## src/rtl/mem_arbiter_if.sv

```systemverilog
// ---------------------------------------------------------------------------
// mem_arbiter_if
// Bundles the core-side fetch/data handshakes and the single-port memory
// command/response bus that mem_arbiter sits between.
//   slave  : the arbiter's view (takes requests and mem_rdata; drives ready,
//            read data, stall and the memory command).
//   master : the environment's view (core requesters plus the memory).
// Signals:
//   if_req/if_addr -> if_ready/if_inst           instruction fetch port
//   d_req/d_we/d_addr/d_wdata/d_sel -> d_ready/d_rdata   load/store port
//   stall_o                                      pipeline stall request
//   mem_ce/mem_we/mem_addr/mem_wdata/mem_sel, mem_rdata  memory bus
// ---------------------------------------------------------------------------
interface mem_arbiter_if #(
  parameter int ADDR_W = 32,
  parameter int DATA_W = 32
);
  logic                  if_req;
  logic [ADDR_W-1:0]     if_addr;
  logic                  if_ready;
  logic [DATA_W-1:0]     if_inst;
  logic                  d_req;
  logic                  d_we;
  logic [ADDR_W-1:0]     d_addr;
  logic [DATA_W-1:0]     d_wdata;
  logic [DATA_W/8-1:0]   d_sel;
  logic                  d_ready;
  logic [DATA_W-1:0]     d_rdata;
  logic                  stall_o;
  logic                  mem_ce;
  logic                  mem_we;
  logic [ADDR_W-1:0]     mem_addr;
  logic [DATA_W-1:0]     mem_wdata;
  logic [DATA_W/8-1:0]   mem_sel;
  logic [DATA_W-1:0]     mem_rdata;

  modport slave (
    input  if_req, if_addr, d_req, d_we, d_addr, d_wdata, d_sel, mem_rdata,
    output if_ready, if_inst, d_ready, d_rdata, stall_o,
           mem_ce, mem_we, mem_addr, mem_wdata, mem_sel
  );

  modport master (
    output if_req, if_addr, d_req, d_we, d_addr, d_wdata, d_sel, mem_rdata,
    input  if_ready, if_inst, d_ready, d_rdata, stall_o,
           mem_ce, mem_we, mem_addr, mem_wdata, mem_sel
  );
endinterface

```

## src/rtl/mem_arbiter.sv

```systemverilog
// ---------------------------------------------------------------------------
// mem_arbiter
// Shares one synchronous single-port memory between the instruction-fetch
// port and the load/store port. Each access runs IDLE -> ACCESS (1 cycle,
// command on the bus) -> WAIT (MEM_LATENCY cycles) -> RESP (1 cycle ready
// pulse), so a request seen in IDLE at cycle 0 gets ready at MEM_LATENCY+2.
// Ports:
//   clk   system clock, rising edge
//   rst   asynchronous active-high reset
//   bus   mem_arbiter_if.slave (fetch port, data port, stall, memory bus)
// Parameters: ADDR_W, DATA_W (byte enables DATA_W/8), MEM_LATENCY (1..15).
// Build option: MEM_ARBITER_RR_EN -- when both ports request in IDLE, grant
// the port opposite to the previous grant; otherwise data beats fetch.
// ---------------------------------------------------------------------------
module mem_arbiter #(
  parameter int ADDR_W      = 32,
  parameter int DATA_W      = 32,
  parameter int MEM_LATENCY = 1
) (
  input  logic           clk,
  input  logic           rst,
  mem_arbiter_if.slave   bus
);

  localparam int         SEL_W  = DATA_W / 8;
  localparam logic [3:0] LAT_M1 = 4'(MEM_LATENCY - 1);

  typedef enum logic [1:0] {S_IDLE, S_ACCESS, S_WAIT, S_RESP} state_t;
  typedef enum logic {G_FETCH, G_DATA} grant_t;

  state_t              r_state;
  state_t              w_next;
  grant_t              r_grant;
  grant_t              w_grant;
  logic                w_accept;
  logic                w_capture;
  logic                w_mem_ce;
  logic                w_mem_we;
  logic                w_if_ready;
  logic                w_d_ready;

  logic                r_we;
  logic [ADDR_W-1:0]   r_addr;
  logic [DATA_W-1:0]   r_wdata;
  logic [SEL_W-1:0]    r_sel;
  logic [3:0]          r_cnt;
  logic [DATA_W-1:0]   r_if_inst;
  logic [DATA_W-1:0]   r_d_rdata;

`ifdef MEM_ARBITER_RR_EN
  grant_t              r_last;
`endif

  // State register
  always_ff @(posedge clk or posedge rst) begin
    if (rst) r_state <= S_IDLE;
    else     r_state <= w_next;
  end

  // Next state, grant selection and strobes
  always_comb begin
    w_next     = r_state;
    w_accept   = 1'b0;
    w_grant    = G_FETCH;
    w_capture  = 1'b0;
    w_mem_ce   = 1'b0;
    w_mem_we   = 1'b0;
    w_if_ready = 1'b0;
    w_d_ready  = 1'b0;
    case (r_state)
      S_IDLE: begin
        if (bus.d_req || bus.if_req) begin
          w_accept = 1'b1;
          w_next   = S_ACCESS;
`ifdef MEM_ARBITER_RR_EN
          if (bus.d_req && bus.if_req) begin
            if (r_last == G_FETCH) w_grant = G_DATA;
            else                   w_grant = G_FETCH;
          end else if (bus.d_req) begin
            w_grant = G_DATA;
          end
`else
          if (bus.d_req) w_grant = G_DATA;
`endif
        end
      end
      S_ACCESS: begin
        w_mem_ce = 1'b1;
        w_mem_we = r_we;
        w_next   = S_WAIT;
      end
      S_WAIT: begin
        if (r_cnt == '0) begin
          w_capture = ~r_we;
          w_next    = S_RESP;
        end
      end
      S_RESP: begin
        w_if_ready = (r_grant == G_FETCH);
        w_d_ready  = (r_grant == G_DATA);
        w_next     = S_IDLE;
      end
      default: w_next = S_IDLE;
    endcase
  end

  // Command registers, latency counter and read-data capture
  always_ff @(posedge clk or posedge rst) begin
    if (rst) begin
      r_grant   <= G_FETCH;
      r_we      <= 1'b0;
      r_addr    <= '0;
      r_wdata   <= '0;
      r_sel     <= '0;
      r_cnt     <= '0;
      r_if_inst <= '0;
      r_d_rdata <= '0;
    end else begin
      if (w_accept) begin
        r_grant <= w_grant;
        if (w_grant == G_DATA) begin
          r_we    <= bus.d_we;
          r_addr  <= bus.d_addr;
          r_wdata <= bus.d_wdata;
          r_sel   <= bus.d_sel;
        end else begin
          r_we    <= 1'b0;
          r_addr  <= bus.if_addr;
          r_wdata <= '0;
          r_sel   <= '1;
        end
      end
      if (r_state == S_ACCESS)                    r_cnt <= LAT_M1;
      else if (r_state == S_WAIT && r_cnt != '0)  r_cnt <= r_cnt - 4'd1;
      if (w_capture) begin
        if (r_grant == G_FETCH) r_if_inst <= bus.mem_rdata;
        else                    r_d_rdata <= bus.mem_rdata;
      end
    end
  end

`ifdef MEM_ARBITER_RR_EN
  always_ff @(posedge clk or posedge rst) begin
    if (rst)           r_last <= G_FETCH;
    else if (w_accept) r_last <= w_grant;
  end
`endif

  assign bus.mem_ce    = w_mem_ce;
  assign bus.mem_we    = w_mem_we;
  assign bus.mem_addr  = r_addr;
  assign bus.mem_wdata = r_wdata;
  assign bus.mem_sel   = r_sel;
  assign bus.if_ready  = w_if_ready;
  assign bus.d_ready   = w_d_ready;
  assign bus.if_inst   = r_if_inst;
  assign bus.d_rdata   = r_d_rdata;

  // Masked by rst so an aborted access releases the pipeline immediately.
  assign bus.stall_o = ~rst & ((bus.if_req & ~w_if_ready) | (bus.d_req & ~w_d_ready));

endmodule

```

## src/flat_wrapper.sv

```systemverilog
// flat-port wrapper written by rule: the top's interface ports become plain ports
module mem_arbiter_flat 
#(
  parameter int ADDR_W      = 32,
  parameter int DATA_W      = 32,
  parameter int MEM_LATENCY = 1
)
  (clk, rst, bus_if_req, bus_if_addr, bus_d_req, bus_d_we, bus_d_addr, bus_d_wdata, bus_d_sel, bus_mem_rdata, bus_if_ready, bus_if_inst, bus_d_ready, bus_d_rdata, bus_stall_o, bus_mem_ce, bus_mem_we, bus_mem_addr, bus_mem_wdata, bus_mem_sel);
  mem_arbiter_if #(.ADDR_W(ADDR_W), .DATA_W(DATA_W)) bus_i ();
  input  logic clk;
  input  logic rst;
  input wire logic [$bits(bus_i.if_req)-1:0] bus_if_req;
  input wire logic [$bits(bus_i.if_addr)-1:0] bus_if_addr;
  input wire logic [$bits(bus_i.d_req)-1:0] bus_d_req;
  input wire logic [$bits(bus_i.d_we)-1:0] bus_d_we;
  input wire logic [$bits(bus_i.d_addr)-1:0] bus_d_addr;
  input wire logic [$bits(bus_i.d_wdata)-1:0] bus_d_wdata;
  input wire logic [$bits(bus_i.d_sel)-1:0] bus_d_sel;
  input wire logic [$bits(bus_i.mem_rdata)-1:0] bus_mem_rdata;
  output wire logic [$bits(bus_i.if_ready)-1:0] bus_if_ready;
  output wire logic [$bits(bus_i.if_inst)-1:0] bus_if_inst;
  output wire logic [$bits(bus_i.d_ready)-1:0] bus_d_ready;
  output wire logic [$bits(bus_i.d_rdata)-1:0] bus_d_rdata;
  output wire logic [$bits(bus_i.stall_o)-1:0] bus_stall_o;
  output wire logic [$bits(bus_i.mem_ce)-1:0] bus_mem_ce;
  output wire logic [$bits(bus_i.mem_we)-1:0] bus_mem_we;
  output wire logic [$bits(bus_i.mem_addr)-1:0] bus_mem_addr;
  output wire logic [$bits(bus_i.mem_wdata)-1:0] bus_mem_wdata;
  output wire logic [$bits(bus_i.mem_sel)-1:0] bus_mem_sel;
  assign bus_i.if_req = bus_if_req;
  assign bus_i.if_addr = bus_if_addr;
  assign bus_i.d_req = bus_d_req;
  assign bus_i.d_we = bus_d_we;
  assign bus_i.d_addr = bus_d_addr;
  assign bus_i.d_wdata = bus_d_wdata;
  assign bus_i.d_sel = bus_d_sel;
  assign bus_i.mem_rdata = bus_mem_rdata;
  assign bus_if_ready = bus_i.if_ready;
  assign bus_if_inst = bus_i.if_inst;
  assign bus_d_ready = bus_i.d_ready;
  assign bus_d_rdata = bus_i.d_rdata;
  assign bus_stall_o = bus_i.stall_o;
  assign bus_mem_ce = bus_i.mem_ce;
  assign bus_mem_we = bus_i.mem_we;
  assign bus_mem_addr = bus_i.mem_addr;
  assign bus_mem_wdata = bus_i.mem_wdata;
  assign bus_mem_sel = bus_i.mem_sel;
  mem_arbiter #(.ADDR_W(ADDR_W), .DATA_W(DATA_W), .MEM_LATENCY(MEM_LATENCY)) u_core (.clk(clk), .rst(rst), .bus(bus_i));
endmodule
```

## config.mk

```make
export PLATFORM = sky130hd
export DESIGN_NAME = mem_arbiter_flat
export DESIGN_NICKNAME = d
export VERILOG_FILES = /design/src/rtl/mem_arbiter_if.sv /design/src/rtl/mem_arbiter.sv /design/src/flat_wrapper.sv
export SDC_FILE = /design/constraint.sdc
export NUM_CORES = 1
export LEC_CHECK = 0
export CAP_MARGIN = 20
export CORE_MARGIN = 2
export CORE_UTILIZATION = 45
export CTS_CLUSTER_SIZE = 28
export DETAILED_ROUTE_END_ITERATION = 8
export PLACE_DENSITY = 0.86
export SLEW_MARGIN = 20
export SYNTH_ARGS = -nofsm -noshare
export SYNTH_HDL_FRONTEND = slang
export SYNTH_SLANG_ARGS = --single-unit
```

## constraint.sdc

```tcl
create_clock -name clk -period 7.38 [get_ports clk]
set_input_delay 1.107 -clock clk [delete_from_list [all_inputs] [get_ports clk]]
set_output_delay 1.107 -clock clk [all_outputs]
set_load 0.02 [all_outputs]
```

==> results_dict.tcl, run 1 <==
set metrics [dict create \
    outcome "finished, final reports clean" \
    async_flop_share_pct 100 \
    ys_types 30 \
    grt_setup_unrepaired "false" \
    worst-path-buf-inv 2 \
    path_class "in2out" \
    synth-seq-cells 140 \
    drive_above_1_share_pct 16.2 \
    combPwrFrac_pct 49.8 \
    yosys_warnings 0 \
    synthesis.instances 410 \
    area_growth_pct 56.9 \
    ys_seq_area_share_pct 58.6 \
    clockBufferDepth 2 \
    cp.required_ns 6.27 \
    critPathTopFamily "buffers and inverters" \
    ctsHoldBuffers 0 \
    syn_nets 553 \
    ant_nets 0 \
    drc_errors 0 \
    startpoint_type "primary input" \
    finalCritPeriodShare_pct 58.5 \
    powerDensity_nw_per_um2 489 \
    slew_violations 0 \
    ios 274 \
    dp_hpwl_um 11600 \
    first_pass_iters 6 \
    ir_worst_vdd_v 0.000222 \
    clkTransAtPathRegs_ns 0.06 \
    critPathArrivalTime_ns 3.21 \
    cts_resized 0 \
    synth_edf_count 0 \
    insertion_delay_ns 0.41 \
    switchingPower_mw 1.62 \
    yosys.cell_count.top_type "dfrtp_1" \
    root_buffer "clkbuf_16" \
    initial_core_util_pct 45.7 \
    maxCapViolCount 0 \
    hold_class "reg2reg" \
    drt_iter0_drc 278 \
    synth_top_area_share_pct 58.6 \
    synth_common_cells "dfrtp_1, a22o_1, mux2_4" \
    dp.cells 831 \
    fmax_mhz 232 \
    hold_ws_ns 0.502 \
    critical_path.max_fanout 28 \
    vias 4565 \
    worstMarginPinSlew_ns 0.936 \
    synth_top_area_cell "dfrtp_1" \
    relSlewSlack_pct 37.4 \
    path_cells "clkdlybuf4s50_1 > a21oi_1 > a211oi_1 > clkdlybuf4s50_1" \
    finalSetupViolCount 0 \
    finalHoldViolCount 0 \
    grt_pass1_vias 4846 \
    skew_ns 0.0114 \
    core_area_um2 13100 \
    avgSynthCellArea_um2 14.6 \
    yosys-top-cells-area "dfrtp_1, mux2_4, a22o_1, buf_12, clkbuf_1" \
    setup_slack_ns 3.06 \
    gp_congestion 0.780 \
    grt_max_degree 82 \
    pre_cts_ws_ns 3.07 \
    clkPwrFrac_pct 19.7 \
    cts_tree "built" \
    diodes 0 \
    cts_max_level 4 \
    grt_overflow_total 0 \
    post_cts_buffers 0 \
    crit_slowest_cell "clkdlybuf4s50_1" \
    crit_path_frequent_cell "clkdlybuf4s50_1" \
    avgViaCountPerCell 5.29 \
    sw_frac_of_total_pct 35.4 \
    numCtsBuffers 17 \
    seq_power_share_pct 30.5 \
    finalWirelength_um 16400 \
    cp_slowest_stage_delay_ns 1.08 \
    die_w_um 119 \
    grt_antenna_before_repair 0 \
    fp.dieH_um 119 \
    period_needed_ns 4.32 \
    grt_util_all_layers_pct 23.4 \
    cts.sinks 140 \
    final_cells 863 \
    rows 42 \
    intPower_mw 2.96 \
    io_buffers 273 \
    cp-end-kind "primary output" \
    r2r_slack_ns 4.91 \
    syn_area_um2 5980 \
    leakage_nw 4.14 \
    dieArea_um2 14200 \
    fin_setup_tns_ns 0 \
    synth_flop_cell "dfrtp_1" \
    grt_first_pass_wirelength_um 26200 \
    wl_per_cell_um 19.0 \
    final_net_count 817 \
]
[cell type report]
| type | instances | area, um^2 |
|---|---|---|
| Fill cell | 832 | 3700 |
| Sequential cell | 140 | 3500 |
| Timing Repair Buffer | 277 | 2760 |
| Multi-Input combinational cell | 230 | 2230 |
| Clock buffer | 19 | 443 |
| Tap cell | 176 | 220 |
| Clock inverter | 13 | 188 |
| Inverter | 8 | 35.0 |
[state kept, by name, summed over array words and instances, names as in the netlist]
register and count:
u_core.r_state 2, u_core.r_we 1, u_core.bus.mem_sel 4, u_core.bus.d_rdata 32, u_core.bus.mem_addr 32, u_core.bus.mem_wdata 32
u_core.r_grant 1, u_core.r_cnt 4, u_core.bus.if_inst 32
[worst paths after layout]
check,from,endpoint,depth (start not counted)
worst max-delay path,bus_if_req,bus_stall_o,4
worst min-delay path,u_core.bus.mem_addr[19],u_core.bus.mem_addr[19],1
worst max register to register,u_core.r_state[0],u_core.bus.mem_addr[31],5
worst min register to register,u_core.bus.mem_addr[19],u_core.bus.mem_addr[19],1
max in group asynchronous,rst,u_core.bus.d_rdata[28],3
min in group asynchronous,rst,u_core.bus.mem_addr[11],2
[worst register-to-register path, delay by kind of cell (launching register included)]
family	cells	cell delay (ns)
flops	1	0.41
buf+inv	1	0.11
simple gates	1	0.64
fa+ha+maj	1	0.79
compound gates	2	0.38
[per-layer routing]
metal	routed length, um	part of all wire, %	vias to the layer above	GRT usage [%]
met4	230	1.4	0	6.99
li1	-	-	2051	-
met5	0	0	-	0
met3	1210	7.4	23	6.42
met1	6650	41	2265	29.4
met2	8290	51	226	39.6
[cells by family (layout without fill, tap and decap cells)]
family          count (synthesis)  count (layout)  synth area share, %
flops                         140             140                 58.6
compound gates                123             123                 15.6
mux                            66              66                 16.2
buf+inv                        40             317                 4.39
simple gates                   35              35                 4.00
fa+ha+maj                       6               6                 1.26
[cell usage in the layout, fill, tap and decap left out, drive strengths merged]
cell           count
clkdlybuf4s50    273
dfrtp            140
a22o              73
mux2              65
clkbuf            19
a21oi             15
o21ai             15
nand3b            12
o22ai             12
inv               11
ha                 6
o22a               5
nor2               4
nand2              4
bufinv             4
buf                4
nor2b              3
clkinvlp           3
and2               3
nand2b             3
clkinv             3
or3b               2
a211oi             2
or4                2
nand3              1
nor4b              1
mux2i              1
a22oi              1
[stage by stage]
stage	total power, mW	instance area (um^2)	util [%]
5_1_grt	4.80	9380	71.7
6_report	4.59	9380	71.7
3_5_place_dp	3.69	8750	66.9
4_1_cts	4.62	9380	71.7
3_3_place_gp	3.62	8750	66.9
2_1_floorplan	2.70	5980	-
[power groups by stage]
stage	Sequential (mW)	Clock, mW	Combinational [mW]
4_1_cts	1.40	0.916	2.31
6_report	1.40	0.903	2.28
2_1_floorplan	1.82	0	0.882
5_1_grt	1.44	0.952	2.41
3_3_place_gp	1.37	0	2.24
3_5_place_dp	1.40	0	2.29
Power figures use the tool's default switching activity.
==> run 2, diff against run 1 <==
--- a/config.mk
+++ b/config.mk
@@ -7,10 +7,10 @@
 export LEC_CHECK = 0
 export CAP_MARGIN = 20
 export CORE_MARGIN = 2
-export CORE_UTILIZATION = 45
+export CORE_UTILIZATION = 38
 export CTS_CLUSTER_SIZE = 28
 export DETAILED_ROUTE_END_ITERATION = 8
-export PLACE_DENSITY = 0.86
+export PLACE_DENSITY = 0.77
 export SLEW_MARGIN = 20
 export SYNTH_ARGS = -nofsm -noshare
 export SYNTH_HDL_FRONTEND = slang
==> constraint.sdc (replaced) <==
create_clock -name clk -period 3.7 [get_ports clk]
set_input_delay 0.555 -clock clk [delete_from_list [all_inputs] [get_ports clk]]
set_output_delay 0.555 -clock clk [all_outputs]
set_load 0.02 [all_outputs]
==> results_dict.tcl, run 2 (synthesized netlist as in run 1, its figures left out) <==
set metrics [dict create \
    outcome "finished, final reports clean" \
    cts.sinks 140 \
    initial_core_util_pct 39.0 \
    grt_util_all_layers_pct 19.5 \
    first_pass_iters 4 \
    final_net_count 822 \
    critPathArrivalTime_ns 2.24 \
    startpoint_type "primary input" \
    crit_path_frequent_cell "clkdlybuf4s50_1" \
    fp.dieH_um 129 \
    drive_above_1_share_pct 16.6 \
    ios 274 \
    core_area_um2 15300 \
    clockBufferDepth 2 \
    dpl_cell_area_um2 8850 \
    slew_violations 0 \
    path_class "in2out" \
    cp.required_ns 3.14 \
    hold_class "in2async" \
    final_common_cell "clkdlybuf4s50_1" \
    finalHoldViolCount 0 \
    gr-usage-met1_pct 23.9 \
    dieArea_um2 16800 \
    area_growth_pct 58.4 \
    path_cells "clkdlybuf4s50_1 > buf_4 > a21oi_1 > a211oi_1 > clkdlybuf4s50_1" \
    post_cts_buffers 0 \
    period_needed_ns 2.80 \
    skew_ns 0.00487 \
    numCtsBuffers 17 \
    finalCritPeriodShare_pct 75.6 \
    powerDensity_nw_per_um2 958 \
    io_buffers 273 \
    vias 4544 \
    finalWirelength_um 16200 \
    root_buffer "clkbuf_16" \
    grt_use_met2_pct 32.7 \
    grt_antenna_before_repair 0 \
    die_w_um 129 \
    ir_worst_vdd_v 0.000409 \
    crit_slowest_cell "clkdlybuf4s50_1" \
    cts_tree "built" \
    ctsHoldBuffers 0 \
    fin_setup_tns_ns 0 \
    diodes 0 \
    insertion_delay_ns 0.41 \
    gp_congestion 0.756 \
    top_usage_layer "met2" \
    cp_slowest_stage_delay_ns 0.65 \
    grt_overflow_total 0 \
    maxCapViolCount 0 \
    clkTransAtPathRegs_ns 0.06 \
    grt_pass1_vias 4725 \
    rows 45 \
    grt_util_met3_pct 6.77 \
    ant_nets 0 \
    drc_errors 0 \
    worstMarginPinSlew_ns 0.640 \
    drt_iter0_drc 198 \
    fin_area_um2 9470 \
    grt_setup_unrepaired "false" \
    grt_first_pass_wirelength_um 25300 \
    final_cell_mix "clkdlybuf4s50_1, dfrtp_1, a22o_1" \
    cts_resized 0 \
    wl_per_cell_um 18.0 \
    critical_path.max_fanout 28 \
    cts_max_level 4 \
    leakage_nw 4.18 \
    relSlewSlack_pct 57.3 \
    avgViaCountPerCell 5.04 \
    dp_hpwl_um 11700 \
    fmax_mhz 358 \
    finalSetupViolCount 0 \
    grt_max_degree 51 \
    cp-end-kind "primary output" \
]
-- run 2: changes by cell type in the layout (fill, tap and decap cells not counted), sizes merged --
cell / change
buf: +5
clkinvlp: -1
inv: -2
clkinv: +2
bufinv: -1
clkbuf: +1
-- run 2: layer usage --
| layer | part of all wire, % | vias to the layer above | wire length [um] |
|---|---|---|---|
| met5 | 0 | - | 0 |
| li1 | - | 2066 | - |
| met3 | 9.0 | 20 | 1460 |
| met2 | 49 | 228 | 7930 |
| met1 | 41 | 2230 | 6600 |
| met4 | 1.4 | 0 | 232 |
-- run 2: path summary, 6_finish.rpt --
path	cells after the start	slack, ns	from	end
min in group clk	1	0.50	u_core.bus.mem_addr[27]	u_core.bus.mem_addr[27]
hold reg to reg	1	0.50	u_core.bus.mem_addr[27]	u_core.bus.mem_addr[27]
setup reg to reg	5	1.50	u_core.r_state[0]	u_core.bus.d_rdata[13]
hold / removal	2	0.48	rst	u_core.bus.mem_addr[16]
setup / recovery	5	0.90	bus_if_req	bus_stall_o
max in group asynchronous	4	2.44	rst	u_core.bus.mem_wdata[11]
-- run 2: per-stage QoR --
| step | util [%] | hold WS (ns) | std cells | total power, mW | setup WS [ns] |
|---|---|---|---|---|---|
| finish | 61.9 | 0.481 | 902 | 9.08 | 0.904 |
| detailed placement | 57.8 | 0.490 | 870 | 7.37 | 0.934 |
| global placement | 57.8 | 0.487 | 870 | 7.25 | 0.907 |
| CTS | 61.7 | 0.508 | 901 | 9.16 | 0.911 |
| floorplan | - | 0.513 | 410 | 5.38 | 1.39 |
| global route | 61.9 | 0.486 | 902 | 9.55 | 0.819 |
-- run 2: area by class of cell --
| type | count | area (um^2) |
|---|---|---|
| Timing Repair Buffer | 282 | 2840 |
| Clock buffer | 20 | 467 |
| Tap cell | 211 | 264 |
| Sequential cell | 140 | 3500 |
| Fill cell | 1159 | 5840 |
| Inverter | 8 | 33.8 |
| Clock inverter | 11 | 140 |
| Multi-Input combinational cell | 230 | 2230 |
-- run 2: report_power, final --
group	switching (mW)	leakage, nW	internal [mW]
sequential	0.487	1.69	2.30
combinational	2.09	2.18	2.47
clock	0.625	0.302	1.11
-- run 2: worst max-delay path: cells and delay by family --
| family | cells | cell delay, ns |
|---|---|---|
| compound gates | 2 | 0.31 |
| buf+inv | 3 | 1.37 |
